## src/rtl/fir_pkg.sv

```systemverilog
// ---------------------------------------------------------------------------
// fir_pkg
// Shared definitions for the parametrised streaming FIR (fir_stream_param)
// and its multiply-accumulate unit (fir_mac).
//   - state_t       : controller states
//   - acc_w()       : accumulator width for a given word width and tap count
//   - DEFAULT_*     : default parameter values for the FIR slice
// ---------------------------------------------------------------------------
package fir_pkg;

  localparam int DEFAULT_DATA_W   = 32;
  localparam int DEFAULT_NUM_TAPS = 11;
  localparam int DEFAULT_LEN_W    = 10;

  typedef enum logic [2:0] {
    IDLE,
    LOAD,
    WAIT,
    MAC,
    OUT,
    DONE
  } state_t;

  // A full-width signed product needs 2*data_w bits. Summing num_taps such
  // products can grow by up to clog2(num_taps) more bits.
  function automatic int acc_w(input int data_w, input int num_taps);
    return 2 * data_w + $clog2(num_taps);
  endfunction

endpackage

```

## src/rtl/fir_mac.sv

```systemverilog
// ---------------------------------------------------------------------------
// fir_mac
// Signed multiply-accumulate unit shared by all taps of the FIR, plus the
// output stage that narrows the accumulator to one DATA_W word.
//
// Build option: define FIR_SAT_EN to clamp an out-of-range accumulator to
// the nearest signed DATA_W bound; otherwise the low DATA_W bits are
// returned (wrap).
//
// Ports:
//   clk     in   clock
//   rst     in   synchronous active-high reset, clears the accumulator
//   clr     in   clear accumulator (start of a new output sample)
//   en      in   accumulate coef*sample this cycle
//   coef    in   DATA_W signed coefficient
//   sample  in   DATA_W signed history sample
//   result  out  DATA_W filter output derived from the accumulator
// ---------------------------------------------------------------------------
module fir_mac
  import fir_pkg::*;
#(
  parameter int DATA_W = DEFAULT_DATA_W,
  parameter int ACC_W  = acc_w(DEFAULT_DATA_W, DEFAULT_NUM_TAPS)
) (
  input  logic              clk,
  input  logic              rst,
  input  logic              clr,
  input  logic              en,
  input  logic [DATA_W-1:0] coef,
  input  logic [DATA_W-1:0] sample,
  output logic [DATA_W-1:0] result
);

  logic signed [2*DATA_W-1:0] coef_ext;
  logic signed [2*DATA_W-1:0] sample_ext;
  logic signed [2*DATA_W-1:0] product;
  logic signed [ACC_W-1:0]    product_ext;
  logic signed [ACC_W-1:0]    acc;

  // Sign-extend both operands to the product width so the multiply yields
  // the exact 2*DATA_W-bit signed product.
  assign coef_ext    = {{DATA_W{coef[DATA_W-1]}}, coef};
  assign sample_ext  = {{DATA_W{sample[DATA_W-1]}}, sample};
  assign product     = coef_ext * sample_ext;
  assign product_ext = {{(ACC_W-2*DATA_W){product[2*DATA_W-1]}}, product};

  always_ff @(posedge clk) begin
    if (rst) begin
      acc <= '0;
    end else if (clr) begin
      acc <= '0;
    end else if (en) begin
      acc <= acc + product_ext;
    end
  end

`ifdef FIR_SAT_EN
  logic [ACC_W-DATA_W:0] acc_hi;

  // The accumulator fits in DATA_W signed bits exactly when every bit from
  // the top down to bit DATA_W-1 agrees; otherwise clamp by the sign.
  assign acc_hi = acc[ACC_W-1:DATA_W-1];

  always_comb begin
    result = acc[DATA_W-1:0];
    if (!((&acc_hi) || !(|acc_hi))) begin
      result = acc[ACC_W-1] ? {1'b1, {(DATA_W-1){1'b0}}}
                            : {1'b0, {(DATA_W-1){1'b1}}};
    end
  end
`else
  assign result = acc[DATA_W-1:0];
`endif

endmodule

```

## src/rtl/fir_stream_param.sv

```systemverilog
// ---------------------------------------------------------------------------
// fir_stream_param
// Parametrised streaming FIR filter with a single shared multiplier.
// One AXI-stream slave delivers NUM_TAPS coefficients followed by a frame
// of up to cfg_len samples; each sample produces one filtered output on an
// AXI-stream master that honours backpressure. Each output takes NUM_TAPS
// MAC cycles, one tap per cycle.
//
// Build option: FIR_SAT_EN (see fir_mac) selects saturating output instead
// of wrap-around.
//
// Ports:
//   clk        in   clock
//   rst        in   synchronous active-high reset
//   ap_start   in   start pulse, accepted only in IDLE
//   cfg_len    in   samples per frame, captured with ap_start
//   ss_tvalid  in   input stream valid
//   ss_tdata   in   coefficient or sample word
//   ss_tlast   in   early end-of-frame marker on a sample
//   ss_tready  out  input stream ready (registered)
//   sm_tvalid  out  output stream valid (registered)
//   sm_tdata   out  filter output
//   sm_tlast   out  last output of the frame
//   sm_tready  in   downstream ready
//   busy       out  high whenever the controller is not IDLE
//   done       out  one-cycle pulse when the frame completes
// ---------------------------------------------------------------------------
module fir_stream_param
  import fir_pkg::*;
#(
  parameter int DATA_W   = DEFAULT_DATA_W,
  parameter int NUM_TAPS = DEFAULT_NUM_TAPS,
  parameter int LEN_W    = DEFAULT_LEN_W
) (
  input  logic              clk,
  input  logic              rst,
  input  logic              ap_start,
  input  logic [LEN_W-1:0]  cfg_len,
  input  logic              ss_tvalid,
  input  logic [DATA_W-1:0] ss_tdata,
  input  logic              ss_tlast,
  output logic              ss_tready,
  output logic              sm_tvalid,
  output logic [DATA_W-1:0] sm_tdata,
  output logic              sm_tlast,
  input  logic              sm_tready,
  output logic              busy,
  output logic              done
);

  localparam int ACC_W = acc_w(DATA_W, NUM_TAPS);
  localparam int IDX_W = $clog2(NUM_TAPS);
  localparam logic [IDX_W-1:0] LAST_IDX = IDX_W'(NUM_TAPS - 1);

  state_t state;
  state_t next_state;

  logic [DATA_W-1:0] taps [NUM_TAPS];
  logic [DATA_W-1:0] hist [NUM_TAPS];

  logic [IDX_W-1:0] tap_idx;
  logic [IDX_W-1:0] wr_ptr;
  logic [IDX_W-1:0] rd_ptr;
  logic [IDX_W-1:0] mac_j;
  logic [LEN_W-1:0] len_reg;
  logic [LEN_W-1:0] count;
  logic             tlast_seen;

  logic             ss_hs;
  logic             mac_clr;
  logic             mac_en;
  logic [DATA_W-1:0] mac_result;

  assign ss_hs   = ss_tvalid & ss_tready;
  assign mac_clr = (state == WAIT) & ss_hs;
  assign mac_en  = (state == MAC);

  assign busy     = (state != IDLE);
  assign done     = (state == DONE);
  assign sm_tdata = mac_result;
  assign sm_tlast = sm_tvalid & tlast_seen;

  always_ff @(posedge clk) begin
    if (rst) begin
      state <= IDLE;
    end else begin
      state <= next_state;
    end
  end

  always_comb begin
    next_state = state;
    case (state)
      IDLE: begin
        if (ap_start) next_state = LOAD;
      end
      LOAD: begin
        if (ss_hs && (tap_idx == LAST_IDX)) begin
          next_state = (len_reg == '0) ? DONE : WAIT;
        end
      end
      WAIT: begin
        if (ss_hs) next_state = MAC;
      end
      MAC: begin
        if (mac_j == LAST_IDX) next_state = OUT;
      end
      OUT: begin
        if (sm_tready) next_state = tlast_seen ? DONE : WAIT;
      end
      DONE: begin
        next_state = IDLE;
      end
      default: begin
        next_state = IDLE;
      end
    endcase
  end

  // Handshake flags are registered from next_state so they are already
  // valid on the first cycle of the state that owns them.
  always_ff @(posedge clk) begin
    if (rst) begin
      ss_tready  <= 1'b0;
      sm_tvalid  <= 1'b0;
      tap_idx    <= '0;
      wr_ptr     <= '0;
      rd_ptr     <= '0;
      mac_j      <= '0;
      len_reg    <= '0;
      count      <= '0;
      tlast_seen <= 1'b0;
      for (int i = 0; i < NUM_TAPS; i++) begin
        taps[i] <= '0;
        hist[i] <= '0;
      end
    end else begin
      ss_tready <= (next_state == LOAD) || (next_state == WAIT);
      sm_tvalid <= (next_state == OUT);
      case (state)
        IDLE: begin
          if (ap_start) begin
            len_reg    <= cfg_len;
            tap_idx    <= '0;
            wr_ptr     <= '0;
            count      <= '0;
            tlast_seen <= 1'b0;
            for (int i = 0; i < NUM_TAPS; i++) begin
              hist[i] <= '0;
            end
          end
        end
        LOAD: begin
          if (ss_hs) begin
            taps[tap_idx] <= ss_tdata;
            if (tap_idx != LAST_IDX) tap_idx <= tap_idx + IDX_W'(1);
          end
        end
        WAIT: begin
          // rd_ptr starts at the newest sample and walks backwards in
          // time, so tap j always meets x[n-j].
          if (ss_hs) begin
            hist[wr_ptr] <= ss_tdata;
            rd_ptr       <= wr_ptr;
            wr_ptr       <= (wr_ptr == LAST_IDX) ? '0 : wr_ptr + IDX_W'(1);
            tlast_seen   <= ss_tlast | (count == len_reg - LEN_W'(1));
            count        <= count + LEN_W'(1);
            mac_j        <= '0;
          end
        end
        MAC: begin
          mac_j  <= mac_j + IDX_W'(1);
          rd_ptr <= (rd_ptr == '0) ? LAST_IDX : rd_ptr - IDX_W'(1);
        end
        default: begin
        end
      endcase
    end
  end

  fir_mac #(
    .DATA_W(DATA_W),
    .ACC_W (ACC_W)
  ) u_mac (
    .clk   (clk),
    .rst   (rst),
    .clr   (mac_clr),
    .en    (mac_en),
    .coef  (taps[mac_j]),
    .sample(hist[rd_ptr]),
    .result(mac_result)
  );

endmodule

```

## config.mk

```make
export PLATFORM = sky130hd
export DESIGN_NAME = fir_stream_param
export DESIGN_NICKNAME = d
export VERILOG_FILES = /design/src/rtl/fir_pkg.sv /design/src/rtl/fir_mac.sv /design/src/rtl/fir_stream_param.sv
export SDC_FILE = /design/constraint.sdc
export NUM_CORES = 2
export LEC_CHECK = 0
export CAP_MARGIN = 40
export CORE_MARGIN = 5
export CORE_UTILIZATION = 40
export CTS_CLUSTER_DIAMETER = 100
export DETAILED_ROUTE_END_ITERATION = 6
export PLACE_DENSITY = 0.56
export SLEW_MARGIN = 20
export SYNTH_ARGS = -nofsm -noshare
export SYNTH_HDL_FRONTEND = slang
export SYNTH_SLANG_ARGS = --single-unit
export TNS_END_PERCENT = 30
```

## constraint.sdc

```tcl
create_clock -name clk -period 22.1 [get_ports clk]
set_input_delay 2.21 -clock clk [delete_from_list [all_inputs] [get_ports clk]]
set_output_delay 2.21 -clock clk [all_outputs]
set_load 0.1 [all_outputs]
```

### Word-level counts from Yosys, hierarchy flattened

Memories as Yosys holds them, arrays and structs flattened. A register that Yosys moved wholly into a read port is not among the register bits.
Cells that the tools add are included.
Widths: inputs -> output; s select.

* register bits: 110
* latch bits: 0
* bits in writable memories: 704
* bits in read-only memories: 0
* bits of input ports: 48
* word-level logic and storage cells: 129
* memories: 2

Memories
* hist: depth 11, bits a word 32, rd ports 1, clocked after Yosys merged registers in 1, write ports 11, line fir_stream_param.sv:59 `logic [DATA_W-1:0] hist [NUM_TAPS];`
* taps: depth 11, bits a word 32, rd ports 1, clocked after Yosys merged registers in 1, write ports 11, line fir_stream_param.sv:58 `logic [DATA_W-1:0] taps [NUM_TAPS];`

* add/sub/neg operators: 7
* multipliers: 1
* divide/modulo/power cells: 0
* magnitude comparators: 0
* equality and inequality tests: 17
* shift-type cells: 0
* multiplexer cells: 60
* bitwise logic cells: 15
* reduce and logical (&&, ||, !) cells: 16

Operators by type and width (count)
* $mux 32: 13
* $add 68x64->68: 1
* $mul 32x32->64: 1
* $reduce_or 32->1: 2
* $mux 4: 14
* $pmux 4 s2: 4
* $mux 3: 7
* $mux 10: 2
* $pmux 10 s2: 1
* $mux 1: 17
* $pmux 3 s5: 1
* $add 4x1->4 const B: 3
* $eq 4x4->1 const B: 3
* $or 1x1->1: 12
* $add 10x1->10 const B: 1
* $eq 10x10->1: 1
* $logic_not 10->1: 1
* $sub 10x1->10 const B: 1
* $eq 3x2->1 const B: 3
* $eq 3x3->1 const B: 3
* $ne 2x2->1 const B: 4
* $eq 3x1->1 const B: 2
* $reduce_bool 2->1: 3
* $logic_not 4->1: 1
* 12 further kinds: 15

### Depth between registers and ports, before layout

* depth after elaboration: 7
* gate-level depth with buffers: 36

### By module

A second synthesis with hierarchy kept.

* cell total of the unflattened synthesis: 4714
* area total of the unflattened synthesis: 63646.0 µm²

Modules (own cells, without submodules)
* fir_stream_param: instances 1, cells an instance 2664, area each 45352.2 µm²
* fir_mac: instances 1, cells an instance 2050, area each 18293.8 µm²

### Least setup slack after synthesis

Ideal clock, no wire load.

* kind: register -> register
* start: register (tool-made name)
* end: register u_mac.acc[31]
* setup time: 0.080 ns
* data arrival time: 8.607 ns
* slack: 13.413 ns
* cell stages (with the launch flop): 36
* period minus slack after synthesis: 8.687 ns
* path through: dfxtp_1 buf_4 buf_6 buf_4 buf_4 mux4_2 a221oi_2 clkbuf_1 buf_1 nor2_1 fa_1 inv_1 fa_1 inv_1 fa_1 inv_1 fa_1 inv_1 fa_1 fa_1 fa_1 inv_1 fa_1 inv_1 ha_1 a21o_1 a21oi_1 o21bai_1 a21oi_1 nor2b_1 or4_1 a21oi_1 o21ai_0 a31oi_1 xnor2_1 a211oi_2

RTL lines
* end signal, assigned: line fir_mac.sv:53 `acc <= acc + product_ext;`
* end, declared: line fir_mac.sv:38 `logic signed [ACC_W-1:0] acc;`

==> impl_metrics.toml <==
[synthesis]
ys_seq_area_frac = 0.5069
ys_warn_count = 0
syn-num-nets = 5512
synth_edf_count = 992
synthFlopType = "edfxtp_1"
ys_ff_latch = 1106
netlist-cell-type-count = 65
synthCells = 4868
synth_area_mm2 = 0.06327
async_flop_share = 0
avgSynthCellArea_um2 = 13.00

[die]
die_y_um = 407.7
die_w_um = 407.7
io_pins = 85
initial_core_util = 0.4009
die-area_mm2 = 0.1662
rows = 146
core_area_mm2 = 0.1578

[route]
first_iter_violations = 3773
vias = 38700
ant_nets = 0
wl_mm = 185.4
via_per_inst = 5.405
drt_first_pass_iters = 5
drc_errors = 0
wl_per_cell_um = 25.90

[global_route]
grt_max_degree = 65
grt_pass1_wl_mm = 275.2
grt_usage = 0.2230
antenna_found_initial = 7
grt_overflow = 0
grt_pass1_vias = 40730

[place]
dp_hpwl_mm = 119.4
port_buffers = 84
globalplace.congestion = 0.8545
dpl_cell_area_mm2 = 0.06780

[finish]
synthToLayoutAreaGrowth_pct = 13.47
seqCellArea_mm2 = 0.03209
final_area_mm2 = 0.07180
multi_input_area_mm2 = 0.02812
top_regs = "hist: 512 flops, taps: 512 flops, u_mac.acc: 32 flops"
nFillCells = 14150
nNetsFinal = 5628
layout-drive-gt1-share = 0.1554

[setup_path]
reg2reg_to = "u_mac.acc[31]$_SDFFE_PP0P_"
crit_path_frequent_cell = "fa_1"
crit_type = "register to register"
critPathMaxStageDelay_ns = 0.84
crit_path_start_kind = "register"
required_ns = 22.76
critPathArrivalTime_ns = 11.00
cp_num_buf_inv = 6
worstRegToRegCells = 30
path_max_fanout = 52
critical-path-slowest-cell = "dfxtp_4"
end_kind = "register"
crit_family = "adder cells"
ff2ff_setup_slack_ns = 11.77

[timing]
period_needed_ns = 10.33
finalMaxSlewViolations = 0
slew_headroom = 0.4133
finalCritPeriodShare = 0.4675
hold_viol = 0
fin_skew_ns = 0.03340
max_slew.worst_pin.slew_ns = 0.8798
rsz0062_at_grt = "false"
finalHoldWorstSlack_ns = 0.4822
fmax_mhz = 96.79
setup_violations = 0
setup-tns-final_ns = 0

[cts]
clk_latency_ns = 0.76
hold_buffers = 0
cts_tree = "yes"
cts.repair.resized = 0
path_clk_slew_ns = 0.07
cts_setup_buffers = 0
cts_made_buffers = 118
htree_levels = 3
cts.sinks = 1106
cts_buffer_depth = 3
root_buffer = "clkbuf_16"

[worst_hold_path]
min_from = "taps[10][0]$_SDFFE_PP0P_"
hp-class = "register to register"
hold_depth = 2
holdPathEnd = "taps[10][0]$_SDFFE_PP0P_"

[run]
max_cap_viol_count = 0

[power_and_ir_drop]
p_per_area_mw_per_mm2 = 80.75
power_uw = 5798
peakVddDrop_uv = 88.45
p_leak_uw = 0.02703

[outcome]
status = "finished, final reports clean"
==> synthesized netlist by cell type (all sizes together), types with 7 or more instances <==
master / count / area, µm²
nand3: 16 / 80.08
clkbuf: 216 / 810.8
a211oi: 10 / 80.07
a22o: 24 / 210.2
or2: 49 / 306.5
nand2b: 93 / 581.8
nor3: 15 / 75.07
fa: 438 / 8768
xnor2: 83 / 727.0
dfxtp: 114 / 2282
nor2b: 23 / 143.9
a221oi: 24 / 271.5
inv: 604 / 2267
mux4: 273 / 6148
ha: 158 / 1977
o21ai: 35 / 175.2
mux2i: 23 / 230.2
edfxtp: 992 / 29790
nand2: 287 / 1077
xor2: 27 / 236.5
and2: 397 / 2484
nor2: 649 / 2439
a21oi: 116 / 580.6
buf: 67 / 426.7
and3: 7 / 43.79
a21o: 15 / 112.6
a22oi: 24 / 180.2
mux2: 17 / 191.4
==> cell families after synthesis <==
kind of cell | Yosys count | share of synthesized area
and+or+nand+nor | 1566 | 0.1178
DFF | 1106 | 0.5069
buffers and inverters | 887 | 0.05539
adders and majority gates | 596 | 0.1698
muxes | 313 | 0.1038
AOI/OAI and AO/OA | 289 | 0.03071
xor gates and xnor gates | 111 | 0.01558
==> per-layer routing <==
layer  vias up  GRT usage  wire [µm]
met3       282    0.03067      11630
met4         4    0.06467       4999
li1      16700          -          -
met1     20360     0.3084      78930
met2      1357     0.3706      89850
met5         -          0         21
==> through the flow <==
step | setup WS, ns | cells | utilization
finish | 11.77 | 7160 | 0.4549
floorplan | 13.41 | 4868 | -
detailed placement | 11.77 | 6931 | 0.4295
CTS | 11.72 | 7152 | 0.4543
global route | 11.36 | 7157 | 0.4549
global placement | 11.76 | 6881 | 0.4242
==> how the worst max path moves through the flow <==
stage                                  to  slack [ns]  depth (start not counted)
2_1_floorplan  u_mac.acc[31]$_SDFFE_PP0P_       13.41                         35
3_3_place_gp   u_mac.acc[31]$_SDFFE_PP0P_       11.76                         30
3_5_place_dp   u_mac.acc[31]$_SDFFE_PP0P_       11.77                         30
4_1_cts        u_mac.acc[31]$_SDFFE_PP0P_       11.72                         30
5_1_grt        u_mac.acc[31]$_SDFFE_PP0P_       11.36                         30
6_report       u_mac.acc[31]$_SDFFE_PP0P_       11.77                         30
==> report_power, final <==
part           switching [µW]  internal (µW)
Clock                     855           1140
Combinational             859            594
Sequential               17.2           2330
==> final cells by class <==
cell class                      count  share of cell area
Antenna cell                        3           0.0001046
Sequential cell                  1106              0.4469
Clock buffer                      161             0.04548
Tap cell                         2072             0.03611
Timing Repair Buffer              279             0.03933
Clock inverter                     60            0.008870
Inverter                          604             0.03158
Multi-Input combinational cell   2875              0.3916
==> worst min-delay path, stage by stage (launching register included) <==
cell     delay, ns
dfxtp_1       0.32
a21oi_1       0.06
nor2_1        0.07
==> layout by cell type, fill, tap and decap left out, types with 83 or more instances in the layout <==
| cell | Yosys | final |
|---|---|---|
| a21oi_1 | 116 | 116 |
| and2_1 | 396 | 395 |
| buf_4 | 18 | 141 |
| clkbuf_16 | 0 | 119 |
| clkdlybuf4s50_1 | 0 | 83 |
| dfxtp_1 | 114 | 108 |
| edfxtp_1 | 992 | 992 |
| fa_1 | 438 | 438 |
| ha_1 | 158 | 158 |
| inv_1 | 603 | 603 |
| mux4_2 | 273 | 273 |
| nand2_1 | 287 | 286 |
| nor2_1 | 648 | 631 |
| xnor2_1 | 83 | 83 |
(Power assumes the default switching activity.)
